`src/rtl/mult_share_arb_pkg.sv`:
```
// Shared types and widths for the shared-multiplier arbiter and its 4x4 core.
package mult_share_arb_pkg;
  localparam int OP_W     = 4;
  localparam int PROD_W   = 8;
  localparam int ID_MAX_W = 3;

  typedef struct packed {
    logic [OP_W-1:0] x;
    logic [OP_W-1:0] y;
  } op_t;

  typedef struct packed {
    logic [PROD_W-1:0]   o;
    logic [ID_MAX_W-1:0] id;
  } rsp_t;
endpackage

```
`src/rtl/mult_share_arb_core.sv`:
```
// Purely combinational unsigned 4x4 multiplier shared by all requesters.
module mult_share_arb_core
  import mult_share_arb_pkg::*;
(
  input  logic [OP_W-1:0]   x,
  input  logic [OP_W-1:0]   y,
  output logic [PROD_W-1:0] o
);
  assign o = PROD_W'(x) * PROD_W'(y);
endmodule

```
`src/rtl/mult_share_arb_rr_pick.sv`:
```
// Round-robin picker: first set bit of valid at or after ptr, wrapping modulo N.
module mult_share_arb_rr_pick #(
  parameter int N   = 4,
  parameter int ID_W = $clog2(N)
) (
  input  logic [N-1:0]    valid,
  input  logic [ID_W-1:0] ptr,
  output logic [ID_W-1:0] grant,
  output logic            any
);
  always_comb begin
    grant = '0;
    any   = |valid;
    // Walk from farthest to nearest so the nearest valid index wins.
    for (int k = N - 1; k >= 0; k--) begin
      if (valid[(int'(ptr) + k) % N]) grant = ID_W'((int'(ptr) + k) % N);
    end
  end
endmodule

```
`src/rtl/mult_share_arb.sv`:
```
// Round-robin sharing of one 4x4 multiplier among N_REQ requesters through a
// two-stage pipeline (S1 operand register, S2 result register).
module mult_share_arb
  import mult_share_arb_pkg::*;
#(
  parameter int N_REQ  = 4,
  parameter int CNT_W  = 16,
  localparam int ID_W  = $clog2(N_REQ)
) (
  input  logic                  clk,
  input  logic                  rst,
  input  logic [N_REQ-1:0]      req_valid,
  output logic [N_REQ-1:0]      req_ready,
  input  logic [OP_W*N_REQ-1:0] req_x,
  input  logic [OP_W*N_REQ-1:0] req_y,
  output logic                  rsp_valid,
  input  logic                  rsp_ready,
  output logic [PROD_W-1:0]     rsp_o,
  output logic [ID_W-1:0]       rsp_id,
  output logic                  busy,
  output logic [CNT_W-1:0]      ops_done
);
  // Handshakes: a transfer happens on a rising edge where valid & ready are
  // both high; ready never depends on payload, and an offered payload may be
  // held across cycles until its handshake consumes it.

  logic            s1_vld, s2_vld;
  op_t             s1_op;
  logic [ID_W-1:0] s1_id;
  rsp_t            s2;
  logic [ID_W-1:0] ptr, g;
  logic            any, adv1, adv2, accept;
  logic [PROD_W-1:0] core_o;

  assign adv2   = !s2_vld || rsp_ready;
  assign adv1   = !s1_vld || adv2;
  assign accept = !rst && any && adv1;

  mult_share_arb_rr_pick #(.N(N_REQ), .ID_W(ID_W)) u_pick (
    .valid (req_valid),
    .ptr   (ptr),
    .grant (g),
    .any   (any)
  );

  mult_share_arb_core u_core (
    .x (s1_op.x),
    .y (s1_op.y),
    .o (core_o)
  );

  always_comb begin
    req_ready = '0;
    if (accept) req_ready[g] = 1'b1;
  end

  always_ff @(posedge clk) begin
    if (rst) begin
      s1_vld   <= 1'b0;
      s1_op    <= '0;
      s1_id    <= '0;
      s2_vld   <= 1'b0;
      s2       <= '0;
      ptr      <= '0;
      ops_done <= '0;
    end else begin
      if (adv2) begin
        s2_vld <= s1_vld;
        if (s1_vld) begin
          s2.o  <= core_o;
          s2.id <= ID_MAX_W'(s1_id);
        end
      end
      if (adv1) begin
        s1_vld <= accept;
        if (accept) begin
          s1_op.x <= req_x[OP_W*g +: OP_W];
          s1_op.y <= req_y[OP_W*g +: OP_W];
          s1_id   <= g;
          ptr     <= (int'(g) == N_REQ - 1) ? '0 : g + 1'b1;
        end
      end
      if (rsp_valid && rsp_ready && ops_done != '1) ops_done <= ops_done + 1'b1;
    end
  end

  assign rsp_valid = s2_vld;
  assign rsp_o     = s2.o;
  assign rsp_id    = ID_W'(s2.id);
  assign busy      = s1_vld || s2_vld;
endmodule

```
`config.mk`:
```
export PLATFORM = sky130hd
export DESIGN_NAME = mult_share_arb
export DESIGN_NICKNAME = d
export VERILOG_FILES = /design/src/rtl/mult_share_arb_pkg.sv /design/src/rtl/mult_share_arb_core.sv /design/src/rtl/mult_share_arb_rr_pick.sv /design/src/rtl/mult_share_arb.sv
export SDC_FILE = /design/constraint.sdc
export NUM_CORES = 1
export LEC_CHECK = 0
export CAP_MARGIN = 20
export CORE_MARGIN = 10
export CORE_UTILIZATION = 51
export DETAILED_ROUTE_END_ITERATION = 8
export PLACE_DENSITY = 0.82
export RECOVER_POWER = 50
export REMOVE_ABC_BUFFERS = 1
export SLEW_MARGIN = 20
export SYNTH_ARGS = -nofsm -noshare
export SYNTH_HDL_FRONTEND = slang
export SYNTH_SLANG_ARGS = --single-unit
```
`constraint.sdc`:
```
create_clock -name clk -period 6.1 [get_ports clk]
set_clock_uncertainty 0.15 [all_clocks]
set_input_delay 1.22 -clock clk [delete_from_list [all_inputs] [get_ports clk]]
set_output_delay 1.22 -clock clk [all_outputs]
set_load 0.02 [all_outputs]
```
==> summary.txt <==
Run status
  – Status: finished, final reports clean

Die
  – Die height: 88.2 µm
  – Core Footprint: 4440 µm²
  – FP Rows: 24
  – Initial Util: 53.4%
  – Chip width: 88.2 µm
  – Die area: 7780 µm²
  – I/O Pins: 71

Power and ir drop
  – Clock Power Share: 27.5%
  – Pleak: 1.38 nW
  – VDD IR max: 0.149 mV
  – Final Power: 0.000780 W
  – Internal: 0.000533 W
  – Pwr dens: 242 nW/µm²
  – Logic pwr share: 31.3%
  – Power share of the sequential group: 41.1%
  – Sw power: 0.000247 W
  – Net Sw Frac: 31.6%

Global route
  – Vias in the first global route: 2128
  – Gr ovfl total: 0
  – Initial antenna violation count: 0
  – First-pass GRT wire length: 9560 µm
  – Pin count of the biggest net entering global routing: 32
  – GRT Total Usage: 14.9%

STA
  – Final setup fails: 0
  – Crit path time final: 5160 ps
  – Highest clock rate: 194 MHz
  – Hold Worst Slack: 301 ps
  – RSZ-0062 raised after global routing: no
  – Relative slew slack: 12.6%
  – Setup TNS: 0 ps
  – Fin. Hold Viols: 0
  – Worst-margin pin slew: 1310 ps
  – Final period utilization: 84.6%
  – Pins Over Slew Limit: 0

CTS
  – TritonCTS Buffers: 5
  – Hold-fix buffers at CTS: 0
  – Root Driver: clkbuf_8
  – Clock latency on the worst-skew pair: 300 ps
  – Clk sinks: 40
  – H-tree depth: 2
  – CTS tree: built
  – Post-CTS sizing: 0
  – Clock transition at the registers of the reported paths: 70 ps
  – Clock buffer depth: 2
  – Post-CTS setup buffers: 0

Logic synthesis
  – Synth cell count leaders: dfxtp_1 (40), nand2_1 (35), nor2_1 (21), mux2i_1 (18), ha_1 (17)
  – Synth unique cells: 43
  – Flops & latches, synth: 40
  – Synth Instances: 276
  – Register area share after synthesis: 33.7%
  – Top FF cell, synth: dfxtp_1
  – EDFF count, synth: 0
  – Avg Inst Size Synth: 8.60 µm²
  – Post-synth ARST share: 0%
  – Warnings, synthesis: 0
  – Synthesized area: 2370 µm²
  – Largest cells by area after synthesis: dfxtp_1 (34%), ha_1 (9.0%), mux2i_1 (7.6%), nand2_1 (5.5%), a21oi_1 (3.4%)
  – Most common cell in the synthesized netlist: dfxtp_1
  – Largest area contributor in the netlist: dfxtp_1
  – Yosys top cell area share: 33.7%

Setup path
  – Slowest-stage cell, CP: clkbuf_1
  – Data arrival, critical path: 3790 ps
  – Worst path depth: 5
  – Worst path cell trace: dlygate4sd3_1, clkbuf_1, a21oi_1, and3_1, clkdlybuf4s50_1
  – Buf/Inv on CP: 3
  – CP peak stage delay: 950 ps
  – Critical Path End Type: output port
  – Crit path launch: rst
  – Required time of the critical path: 4730 ps
  – Critical path class: primary input to output port
  – Critical path peak fanout: 31
  – Worst reg2reg path depth: 10
  – Crit Reg-Reg Startpoint: s1_op[4]
  – CP Launch Type: primary input
  – Top Family by Delay on Critical Path: buffers and inverters

Drt
  – Pre-antenna DRT Iters: 4
  – Final WL: 5740 µm
  – Routed Antenna Nets: 0
  – Vias per cell: 5.59
  – Vias: 2224
  – WL/cell: 14.4 µm
  – DRC: 0
  – Initial DRC Count: 103

Place
  – HPWL Detailed: 4550 µm
  – IO Port Bufs: 70
  – GPL Wtd Cong: 0.898

Layout
  – # diodes: 0
  – Final net count: 405
  – Layout cell share with drive strength beyond 1: 3.18%
  – Area Growth Syn to Fin: 35.7%
  – Final core utilization: 72.5%

Worst hold path
  – Hold path cells: 2
  – Hold path start: rsp_o[5]
  – Worst min path class: flip-flop to flip-flop

Run
  – Max capacitance violation total: 0
[logic make-up (layout without fill, tap and decap cells)]
logic type                 after synthesis  after routing  share of synthesized area [%]
xor gates and xnor gates                14             14                           5.17
AOI/OAI and AO/OA                       49             49                           13.8
DFF                                     40             40                           33.7
and+or+nand+nor                        114            114                           23.7
buffers and inverters                   20             90                           3.69
adders and majority gates               21             21                           12.3
muxes                                   18             18                           7.59
[worst paths after layout]
check                 endpoint  slack (ps)
setup / recovery  req_ready[0]         940
hold / removal        rsp_o[5]         300
setup reg to reg      rsp_o[6]        2970
hold reg to reg       rsp_o[5]         300
[registers in the layout, summed over array words and instances (netlist names)]
signal     count
s1_id          2
ops_done      16
s1_op          8
rsp_id         2
s1_vld         1
rsp_o          8
rsp_valid      1
ptr            2
[routing by layer]
layer,share of wire (%),global-route usage (%),vias to the layer above
met5,0,0,-
met4,0.59,3.67,0
met3,12,8.27,4
met2,45,24.2,80
met1,43,16.7,1023
li1,-,-,1117
[tightest hold or removal path: stages (launching register included)]
cell,delay [ps]
dfxtp_1,310
nand2_1,50
a21oi_1,50
[power groups by stage]
stage               Combinational (W)  Sequential (W)  Clock [W]
CTS                          0.000251        0.000320   0.000219
floorplan                    0.000155        0.000326          0
global placement             0.000242        0.000325          0
detailed placement           0.000248        0.000326          0
global route                 0.000273        0.000325   0.000228
finish                       0.000244        0.000321   0.000215
[cell usage in the layout, fill, tap and decap left out, types with 7 or more instances in the layout]
cell | synthesis | routed
nand2_1 | 35 | 35
dfxtp_1 | 40 | 40
nor2_1 | 21 | 21
and2_1 | 10 | 10
clkdlybuf4s50_1 | 0 | 53
inv_1 | 10 | 10
mux2i_1 | 18 | 18
dlygate4sd3_1 | 0 | 17
and3_1 | 7 | 7
xnor2_1 | 7 | 7
xor2_1 | 7 | 7
o221ai_1 | 8 | 8
ha_1 | 17 | 17
nand3_1 | 15 | 15
a21oi_1 | 16 | 16
o21ai_0 | 7 | 7
[final cells by class]
type	count	area (µm²)
fillers	349	1220
clock inverters	2	35.0
flip-flops and latches	40	801
inverters	10	37.5
clock buffers	6	72.6
well taps	52	65.1
multi-input cells	216	1500
repair buffers	72	712
[metrics by stage]
stage / std cells / instance area, µm² / worst slack (ps)
floorplan: 266 / 2320 / 513
global placement: 390 / 3120 / 1240
detailed placement: 390 / 3120 / 1190
CTS: 398 / 3220 / 1190
global route: 398 / 3220 / 705
finish: 398 / 3220 / 942
(Power assumes the default switching activity.)
